==> src/rtl/data_mem_arbiter_pkg.sv <==
// data_mem_arbiter_pkg: shared FSM encodings, port indices and timeout default for the data memory arbiter
package data_mem_arbiter_pkg;
    typedef enum logic [1:0] {
        S_IDLE  = 2'd0,
        S_ISSUE = 2'd1,
        S_WAIT  = 2'd2,
        S_RESP  = 2'd3
    } state_t;
    localparam logic PORT0 = 1'b0;
    localparam logic PORT1 = 1'b1;
    localparam int TIMEOUT_CYCLES_DEFAULT = 16;
endpackage

==> src/rtl/data_mem_arbiter.sv <==
// data_mem_arbiter: round-robin arbiter between two requesters sharing one data memory port
// Ports:
//   clk, rst_n                       clock, async active-low reset
//   req/we/addr/wdata/mask{0,1}      level requests and command fields per port
//   done0/done1, rdata, err          one-cycle completion pulse, read data, timeout flag
//   mem_read/mem_write               one-cycle command strobes
//   mem_addr/mem_wdata/mem_sign_mask command fields, held from ISSUE through RESP
//   mem_busy/mem_rdata               memory stall flag and read data
module data_mem_arbiter
    import data_mem_arbiter_pkg::*;
#(
    parameter int TIMEOUT_CYCLES = TIMEOUT_CYCLES_DEFAULT
) (
    input  logic        clk,
    input  logic        rst_n,
    input  logic        req0,
    input  logic        req1,
    input  logic        we0,
    input  logic        we1,
    input  logic [31:0] addr0,
    input  logic [31:0] addr1,
    input  logic [31:0] wdata0,
    input  logic [31:0] wdata1,
    input  logic [3:0]  mask0,
    input  logic [3:0]  mask1,
    output logic        done0,
    output logic        done1,
    output logic [31:0] rdata,
    output logic        err,
    output logic        mem_read,
    output logic        mem_write,
    output logic [31:0] mem_addr,
    output logic [31:0] mem_wdata,
    output logic [3:0]  mem_sign_mask,
    input  logic        mem_busy,
    input  logic [31:0] mem_rdata
);
    localparam int CW = $clog2(TIMEOUT_CYCLES + 1);
    state_t        state, state_nx;
    logic [CW-1:0] cnt;
    logic          seen_busy, last_grant, cur, cmd_we, err_q;
    logic [31:0]   cmd_addr, cmd_wdata, rdata_q;
    logic [3:0]    cmd_mask;
    logic          grant, any_req, mem_done, tmo;
    assign any_req  = req0 || req1;
    // on contention the port that was not served last wins
    assign grant    = (req0 && req1) ? ~last_grant : req1;
    // completion is the first non-busy cycle after busy has been observed
    assign mem_done = seen_busy && !mem_busy;
    // this WAIT cycle is the TIMEOUT_CYCLES-th one
    assign tmo      = cnt == CW'(TIMEOUT_CYCLES - 1);
    always_ff @(posedge clk or negedge rst_n) begin
        if (!rst_n) state <= S_IDLE;
        else        state <= state_nx;
    end
    always_comb begin
        state_nx = state;
        unique case (state)
            S_IDLE:  state_nx = any_req ? S_ISSUE : S_IDLE;
            S_ISSUE: state_nx = S_WAIT;
            S_WAIT:  state_nx = (mem_done || tmo) ? S_RESP : S_WAIT;
            S_RESP:  state_nx = S_IDLE;
            default: state_nx = S_IDLE;
        endcase
    end
    always_ff @(posedge clk or negedge rst_n) begin
        if (!rst_n) begin
            cnt        <= '0;
            seen_busy  <= 1'b0;
            last_grant <= PORT1;
            cur        <= PORT0;
            cmd_we     <= 1'b0;
            cmd_addr   <= '0;
            cmd_wdata  <= '0;
            cmd_mask   <= '0;
            rdata_q    <= '0;
            err_q      <= 1'b0;
        end else begin
            if (state == S_IDLE && any_req) begin
                cur       <= grant;
                cmd_we    <= grant ? we1 : we0;
                cmd_addr  <= grant ? addr1 : addr0;
                cmd_wdata <= grant ? wdata1 : wdata0;
                cmd_mask  <= grant ? mask1 : mask0;
            end
            if (state == S_ISSUE) begin
                cnt       <= '0;
                seen_busy <= 1'b0;
            end
            if (state == S_WAIT) begin
                cnt <= cnt + CW'(1);
                if (mem_busy) seen_busy <= 1'b1;
                if (mem_done) begin
                    rdata_q <= cmd_we ? 32'h0 : mem_rdata;
                    err_q   <= 1'b0;
                end else if (tmo) begin
                    rdata_q <= 32'h0;
                    err_q   <= 1'b1;
                end
            end
            if (state == S_RESP) last_grant <= cur;
        end
    end
    always_comb begin
        mem_read  = state == S_ISSUE && !cmd_we;
        mem_write = state == S_ISSUE && cmd_we;
        done0     = state == S_RESP && cur == PORT0;
        done1     = state == S_RESP && cur == PORT1;
        rdata     = state == S_RESP ? rdata_q : 32'h0;
        err       = state == S_RESP && err_q;
    end
    assign mem_addr      = cmd_addr;
    assign mem_wdata     = cmd_wdata;
    assign mem_sign_mask = cmd_mask;
endmodule

==> config.mk <==
export PLATFORM = sky130hd
export DESIGN_NAME = data_mem_arbiter
export DESIGN_NICKNAME = d
export VERILOG_FILES = /design/src/rtl/data_mem_arbiter_pkg.sv /design/src/rtl/data_mem_arbiter.sv
export SDC_FILE = /design/constraint.sdc
export NUM_CORES = 1
export LEC_CHECK = 0
export CORE_MARGIN = 2
export CORE_UTILIZATION = 43
export DETAILED_ROUTE_END_ITERATION = 8
export PLACE_DENSITY = 0.91
export SLEW_MARGIN = 40
export SYNTH_ARGS = -nofsm -noshare
export SYNTH_HDL_FRONTEND = slang
export SYNTH_SLANG_ARGS = --single-unit
==> constraint.sdc <==
create_clock -name clk -period 3.25 [get_ports clk]
set_clock_uncertainty 0.15 [all_clocks]
set_input_delay 0.8125 -clock clk [delete_from_list [all_inputs] [get_ports clk]]
set_output_delay 0.8125 -clock clk [all_outputs]
set_load 0.005 [all_outputs]
# Word-level counts from Yosys, hierarchy flattened
# Index checks and enable logic that the tools add are counted.
[word_totals] regBits=112 in_bits=175 out_inout_bits=105 wordCells=53
[op_classes] addsub=1 eq_ne=4 muxes=19 bitwise=2 n_reduce_logical=16
[ops] cell="$mux 32" n=6
[ops] cell="$mux 5" n=2
[ops] cell="$mux 1" n=9
[ops] cell="$logic_and 1x1->1" n=8
[ops] cell="$pmux 2 s4" n=1
[ops] cell="$add 5x1->5 const B" n=1
[ops] cell="$eq 5x4->1 const B" n=1
[ops] cell="$eq 2x2->1 const B" n=2
[ops] cell="$mux 4" n=1
[ops] cell="$reduce_bool 2->1" n=2
[ops] cell="$eq 2x1->1 const B" n=1
[ops] cell="$logic_not 1->1" n=2
[ops] cell="$logic_not 2->1" n=1
[ops] cell="$logic_or 1x1->1" n=2
[ops] cell="$not 1->1" n=2
[ops] cell="$reduce_and 2->1" n=1

# Logic depth before layout (Yosys ltp)
# Gate-level depths: netlist (run 1).
[logic_depth] word_depth=5 ltp_mapped=8 ltp_nobuf=5

# Worst setup path before layout (run 1)
# No wires, ideal clock.
[synth_timing] path_kind="register to output" from="reg state[0]" to="out rdata[10]" arrival_time_ns=0.962 required_time_ns=2.288 slack_ns=1.326 path_stages_with_launch=4 cell_sequence="dfrtp_1 -> ha_1 -> clkbuf_1 -> and2_1"
[synth_via] elab_chain_len=2
[synth_lines] element="start, declared" line_no="data_mem_arbiter.sv:39" source="state_t state, state_nx;"
[synth_lines] element="start signal, assigned" line_no="data_mem_arbiter.sv:54" source="else state <= state_nx;"
[synth_lines] element="$eq 2x2->1" line_no="data_mem_arbiter.sv:109" source="rdata = state == S_RESP ? rdata_q : 32'h0;"
[synth_lines] element="$mux 32" line_no="data_mem_arbiter.sv:109"
[synth_lines] element="end, declared" line_no="data_mem_arbiter.sv:28" source="output logic [31:0] rdata,"
# No other way between the ends.

# Worst setup path after layout (run 1)
[layout_timing] from="reg state[0]" to="out rdata[8]"
# Same word-level chain as after synthesis.

==> results.ini, run 1 <==
[timing]
timing.final.crit_share=0.850
layout_min_cycle_time_ns=2.76
final_max_slew_viol_count=0
tightest_slew_ns=0.582
rsz0062_at_grt=false
max_freq_ghz=0.362
hold_viol_final=0
setup-violations-final=0
tns_ns=0
slew_headroom=0.612

[global_routing]
grt_max_degree=63
antenna_found_initial=0
grtUsageTotal=0.256
gr-total-overflow=0
grt_pass1_wl_um=26500
grt_pass1_vias=5284

[place]
gp_congestion=0.813
placed_area_mm2=0.00827
dp_hpwl_um=12300
place_inst=1022
place.port_buffers=279

[floorplan]
dieWidth_um=115
die_y_um=115
num_rows=40
dieArea_mm2=0.0133
core_mm2=0.0121
initial_core_util=0.442
ioPinCount=280

[power]
leakagePower_nw=3.58
cellPowerDensity_mw_per_mm2=776
ir_worst_vdd_mv=0.407

[synth]
postSynthNetCount=784
async_flop_share=1.00
ys_ff_latch=112
synth_top_area_share=0.521
synth_most_common_cell=a21oi_1
yosysSeqAreaShare=0.526
ys_top_cells_by_count=140 x a21oi_1, 111 x dfrtp_1, 103 x nand2_1
syn_area_per_cell_um2=8.84
synth-edff-count=0
synth_area_mm2=0.00533
synth_cells=603
yosys.area.top_type=dfrtp_1
ys_warn_count=0
synth_cell_types=28
synth_area_leaders=dfrtp_1 52%, a21oi_1 13%, nand2_1 7.3%
ys.flop_type=dfrtp_1

[routing]
vias=5153
route.detailed.drc=0
avgViaCountPerCell=4.97
first_pass_iters=4
drt_iter0_drc=441
ant_nets=0
totalWireLength_um=16900
route.detailed.wl_per_inst_um=16.3

[cells_and_area]
utilization=0.710
syn_to_final_growth_pct=60.6
stdcell_count=1037
fin_nets=1046
drive_gt1_frac=0.0414
stdcell_area_mm2=0.00856
diodes=0

[clocking]
postCtsHoldBufs=0
cts_setup_buffers=0
clock_latency_ns=0.34
cts_root_buf=clkbuf_16
cts_buffers=9
cts_buffer_depth=2
clk_pin_slew_worst_paths_ns=0.07
cts-resized-gates=0
h-tree-depth=3
cts_sinks=112
cts_tree=done

[outcome]
status=finished clean

[hold_path]
hold_path.class=primary input to asynchronous set/reset pin

[job]
drv_cap=0

[setup_path]
worst_ep_required_time_ns=2.29
start_kind=flop
critPathMaxFanout=23
arrival_ns=1.80
crit_type=flop to output pin
end_kind=output pin

-- final cells by class --
| class | count | area, um2 |
|---|---|---|
| clock buffers | 11 | 243 |
| clock inverters | 4 | 45.0 |
| fillers | 896 | 3500 |
| inverters | 38 | 143 |
| multi-input cells | 412 | 2180 |
| flip-flops and latches | 112 | 2800 |
| well taps | 168 | 210 |
| repair buffers | 292 | 2940 |
-- state kept, by name, indices dropped and copies added (netlist names), 2 cells and up --
signal and cells:
mem_addr 32, cnt 5, rdata_q 32, mem_sign_mask 4, mem_wdata 32, state 2
-- where the power goes --
group	switching (W)	internal (W)
Clock	0.000480	0.000612
Combinational	0.00146	0.00166
Sequential	0.000372	0.00206
Total	0.00231	0.00433
-- cell usage in the layout (no fill, tap or decap), types with 2 or more instances in the layout --
master / n
clkinv_2: 3
nand2b_1: 2
inv_1: 38
a21oi_1: 140
clkdlybuf4s50_1: 278
and2_1: 35
clkbuf_16: 9
nor2_1: 69
ha_1: 6
buf_12: 4
o21a_2: 2
nor2b_1: 3
nand2_1: 103
nand3_1: 3
dfrtp_1: 111
o21ai_0: 6
buf_4: 10
mux2i_1: 33
-- stage by stage --
stage	total power [W]	hold slack [ns]	worst slack [ns]
after detailed placement	0.00559	0.355	0.640
after global placement	0.00545	0.347	0.657
after CTS	0.00671	0.320	0.445
after floorplan	0.00388	0.329	1.33
final	0.00664	0.312	0.489
after global routing	0.00715	0.345	0.345
-- critical path: stages (launching register included) --
cell	delay (ns)
dfrtp_1	0.38
ha_1	0.18
buf_4	0.22
and2_1	0.17
clkdlybuf4s50_1	0.52
-- cell families after synthesis --
group	share of synthesized area
muxes	0.0641
DFF	0.526
AOI/OAI and AO/OA	0.150
and+or+nand+nor	0.176
buffers and inverters	0.0699
adders and majority gates	0.0141
-- layer usage --
metal  track usage  vias to the layer above  part of all wire
met3        0.0696                       30             0.090
met5             0                        -                 0
met2         0.432                      234              0.50
met4        0.0876                        0             0.019
met1         0.317                     2413              0.39
li1              -                     2476                 -
-- final timing paths --
path,startpoint,to,slack (ns),depth (start not counted)
max in group asynchronous,rst_n,last_grant$_DFFE_PN1N_,1.86,2
worst max register to register,cnt[0]$_DFFE_PN0P_,rdata_q[25]$_DFFE_PN0P_,1.34,6
worst max-delay path,state[0]$_DFF_PN0_,rdata[8],0.49,4
min in group clk,cnt[0]$_DFFE_PN0P_,cnt[0]$_DFFE_PN0P_,0.36,1
worst min-delay path,rst_n,rdata_q[29]$_DFFE_PN0P_,0.31,1
worst min register to register,cnt[0]$_DFFE_PN0P_,cnt[0]$_DFFE_PN0P_,0.36,1
Note: power is estimated with default switching activity, not from simulation.
==> inputs of run 2 (changes only) <==
CORE_UTILIZATION = 40   (was 43)
PLACE_DENSITY = 0.85   (was 0.91)
clock period = 2.9 ns   (was 3.25 ns; I/O delays follow)
==> results.ini, run 2 (synthesis gave the netlist of run 1 again) <==
[setup_path]
cp-startpoint=state[0]$_DFF_PN0_
critPathMaxFanout=33
arrival_ns=1.84
worstRegToRegCells=6
r2r-end=rdata_q[17]$_DFFE_PN0P_
worst_ep_required_time_ns=2.03
start_kind=flop
crit_type=flop to output pin
end_kind=output pin
timing.rr.start=cnt[0]$_DFFE_PN0P_
regToRegSetupSlack_ns=1.00

[cells_and_area]
mostFrequentLayoutCells=278 x clkdlybuf4s50_1, 140 x a21oi_1, 111 x dfrtp_1
nFillCells=1054
fin_nets=1045
ff_latch_area_mm2=0.00280
stdcell_area_mm2=0.00858
diodes=0
multiInputGateArea_mm2=0.00218
stdcell_count=1045
syn_to_final_growth_pct=61.0
drive_gt1_frac=0.0426
final_common_cell=clkdlybuf4s50_1

[clocking]
cts-resized-gates=0
cts_sinks=112
clock_latency_ns=0.34
cts_setup_buffers=0
cts_buffer_depth=2
cts_root_buf=clkbuf_16
cts_tree=done
postCtsHoldBufs=0
cts_buffers=9
h-tree-depth=3
clk_pin_slew_worst_paths_ns=0.07

[job]
drv_cap=0

[global_routing]
gr-total-overflow=0
antenna_found_initial=0
grt_pass1_wl_um=25600
grt_pass1_vias=5007
grt_max_degree=113
grtUsageTotal=0.228

[routing]
vias=5093
ant_nets=0
first_pass_iters=4
drt_iter0_drc=308
totalWireLength_um=16200
route.detailed.drc=0
avgViaCountPerCell=4.87
route.detailed.wl_per_inst_um=15.5

[timing]
layout_min_cycle_time_ns=2.72
timing.final.crit_share=0.936
tns_ns=0
rsz0062_at_grt=false
max_freq_ghz=0.368
hold_viol_final=0
slew_headroom=0.580
tightest_slew_ns=0.630
setup-violations-final=0
final_max_slew_viol_count=0

[floorplan]
dieWidth_um=119
die_y_um=119
initial_core_util=0.406
ioPinCount=280
dieArea_mm2=0.0143
core_mm2=0.0131
num_rows=42

[place]
gp_congestion=0.818
place_inst=1029
dp_hpwl_um=11600
place.port_buffers=279
placed_area_mm2=0.00829

[power]
leakagePower_nw=3.58
p_total_w=0.00737
ir_worst_vdd_mv=0.633
cellPowerDensity_mw_per_mm2=859

[outcome]
status=finished clean

[hold_path]
hold_path.class=primary input to asynchronous set/reset pin

run 2: cell types whose count changed in the layout (fill, tap and decap cells not counted), sizes merged:
cell    before  now
bufinv       1    0
clkinv       3    4
buf         14   13
clkbuf      11   12
run 2: cell type report:
class	instances	share of cell area
clock inverters	4	0.00321
inverters	38	0.0166
clock buffers	12	0.0310
well taps	176	0.0257
multi-input cells	412	0.254
repair buffers	291	0.343
flip-flops and latches	112	0.327
run 2: critical path: stages, from the launching register on:
cell	delay, ns
dfrtp_1	0.38
ha_1	0.27
buf_12	0.19
and2_1	0.15
clkdlybuf4s50_1	0.50
run 2: worst max-delay path by stage:
stage,endpoint,cells after the start
final,rdata[14],4
after global routing,rdata[15],4
after CTS,rdata[10],4
after detailed placement,mem_wdata[21]$_DFFE_PN0P_,5
after global placement,mem_wdata[26]$_DFFE_PN0P_,5
after floorplan,rdata[10],3
run 2: stage by stage:
step	utilization	setup slack, ns	hold WS (ns)
floorplan	-	1.06	0.279
global placement	0.631	0.564	0.348
detailed placement	0.631	0.514	0.355
CTS	0.653	0.157	0.336
global route	0.653	0.0815	0.354
finish	0.653	0.185	0.276
run 2: report_power, final:
part           internal [W]  switching (W)  leakage [nW]
Combinational       0.00185        0.00157          2.08
Sequential          0.00231       0.000427          1.35
Clock              0.000654       0.000555         0.149
Total               0.00482        0.00255          3.58
run 2: per-layer routing:
| layer | global-route usage | vias to the layer above | wire length (um) |
|---|---|---|---|
| met5 | 0 | - | 0 |
| met4 | 0.0662 | 0 | 196 |
| met3 | 0.0661 | 10 | 1530 |
| met2 | 0.377 | 226 | 7810 |
| met1 | 0.290 | 2387 | 6610 |
| li1 | - | 2470 | - |
==> inputs of run 3 (changes only) <==
CORE_UTILIZATION = 43   (was 40)
PLACE_DENSITY = 0.91   (was 0.85)
TNS_END_PERCENT = 5   (was default)
clock period = 3.4 ns   (was 2.9 ns; I/O delays follow)
==> results.ini, run 3 (synthesis gave the netlist of run 1 again) <==
[outcome]
status=finished clean

[hold_path]
hold_path.class=primary input to asynchronous set/reset pin

[setup_path]
regToRegSetupSlack_ns=1.39
path_cells=ha_1, buf_4, and2_1, clkdlybuf4s50_1
crit_slowest_cell=clkdlybuf4s50_1
crit_type=flop to output pin
end_kind=output pin
critPathMaxFanout=23
worst_ep_required_time_ns=2.40
critical_path_buf_inv_count=2
arrival_ns=1.80
crit_family=buffers and inverters
start_kind=flop
max_stage_delay_ns=0.53

[cells_and_area]
syn_to_final_growth_pct=60.2
diodes=0
drive_gt1_frac=0.0414
fin_nets=1046
final_common_cell=clkdlybuf4s50_1
stdcell_area_mm2=0.00854
mostFrequentLayoutCells=278 x clkdlybuf4s50_1, 140 x a21oi_1, 111 x dfrtp_1

[timing]
tns_ns=0
rsz0062_at_grt=false
hold_viol_final=0
max_freq_ghz=0.358
setup-violations-final=0
final_max_slew_viol_count=0
layout_min_cycle_time_ns=2.80
fin_ws_ns=0.605
slew_headroom=0.621
tightest_slew_ns=0.569
timing.final.crit_share=0.822

[floorplan]
dieArea_mm2=0.0133
num_rows=40
dieWidth_um=115
core_mm2=0.0121
initial_core_util=0.442
die_y_um=115
ioPinCount=280

[power]
leakagePower_nw=3.56
intPower_w=0.00405
ir_worst_vdd_mv=0.381
switchingPower_w=0.00223
seqPwrFrac=0.371
cellPowerDensity_mw_per_mm2=735
p_total_w=0.00628
pwr-share-comb=0.475
clkPwrFrac=0.154
sw_frac_of_total=0.355

[clocking]
cts_buffers=9
cts_tree=done
cts-resized-gates=0
cts_buffer_depth=2
h-tree-depth=3
cts_sinks=112
postCtsHoldBufs=0
cts_root_buf=clkbuf_16
clk_pin_slew_worst_paths_ns=0.07
cts_setup_buffers=0
clock_latency_ns=0.34

[global_routing]
grt_max_degree=63
gr-total-overflow=0
grtUsageTotal=0.247
grt_pass1_wl_um=25600
antenna_found_initial=0
grt_pass1_vias=5181

[place]
place_ws_ns=0.724
gp_congestion=0.806
dp_hpwl_um=12000
place.port_buffers=279
placed_area_mm2=0.00827

[routing]
route.detailed.drc=0
ant_nets=0
route.detailed.wl_per_inst_um=16.2
first_pass_iters=5
avgViaCountPerCell=4.98
totalWireLength_um=16800
vias=5169
drt_iter0_drc=383

[job]
drv_cap=0

[run 3: cell types whose count changed in the layout (fill, tap and decap cells not counted), sizes merged]
cell	delta
clkinv	-1
clkinvlp	+2
buf	+1
clkbuf	-1
[run 3: layout make-up]
cell class,count,area (um2)
Fill cell,916,3520
Timing Repair Buffer,292,2940
Sequential cell,112,2800
Multi-Input combinational cell,412,2180
Clock buffer,11,233
Tap cell,168,210
Inverter,38,143
Clock inverter,5,33.8
[run 3: worst reg2reg max path, stage by stage, from the launching register on]
cell and delay [ns]:
dfrtp_1 0.38, ha_1 0.19, and3_1 0.17, ha_1 0.18, o21a_2 0.40, buf_12 0.25, mux2i_1 0.23
[run 3: path summary, 6_finish.rpt]
check | startpoint | to | cells after the start
max | state[0]$_DFF_PN0_ | rdata[10] | 4
min | rst_n | rdata_q[29]$_DFFE_PN0P_ | 1
max reg2reg | cnt[0]$_DFFE_PN0P_ | rdata_q[17]$_DFFE_PN0P_ | 6
min reg2reg | rdata_q[31]$_DFFE_PN0P_ | rdata_q[31]$_DFFE_PN0P_ | 2
max in group asynchronous | rst_n | last_grant$_DFFE_PN1N_ | 2
min in group clk | rdata_q[31]$_DFFE_PN0P_ | rdata_q[31]$_DFFE_PN0P_ | 2
[run 3: routing by layer]
layer  vias to the layer above  routed length, um  GRT usage
met4                         0                385     0.0996
met2                       233               8160      0.411
met1                      2432               6850      0.307
met5                         -                  0          0
met3                        30               1380     0.0638
li1                       2474                  -          -
[run 3: power by group through the flow]
stage | registers (W) | logic, W | clock network, W
2_1_floorplan | 0.00232 | 0.00139 | 0
3_3_place_gp | 0.00232 | 0.00290 | 0
3_5_place_dp | 0.00235 | 0.00298 | 0
4_1_cts | 0.00233 | 0.00300 | 0.00100
5_1_grt | 0.00240 | 0.00327 | 0.00104
6_report | 0.00233 | 0.00298 | 0.000967
[run 3: stage by stage]
step                      hold WS (ns)  std cells   util
after floorplan                  0.329        603      -
final                            0.330       1038  0.708
after detailed placement         0.355       1022  0.686
after global routing             0.358       1038  0.708
after CTS                        0.340       1038  0.708
after global placement           0.344       1022  0.686
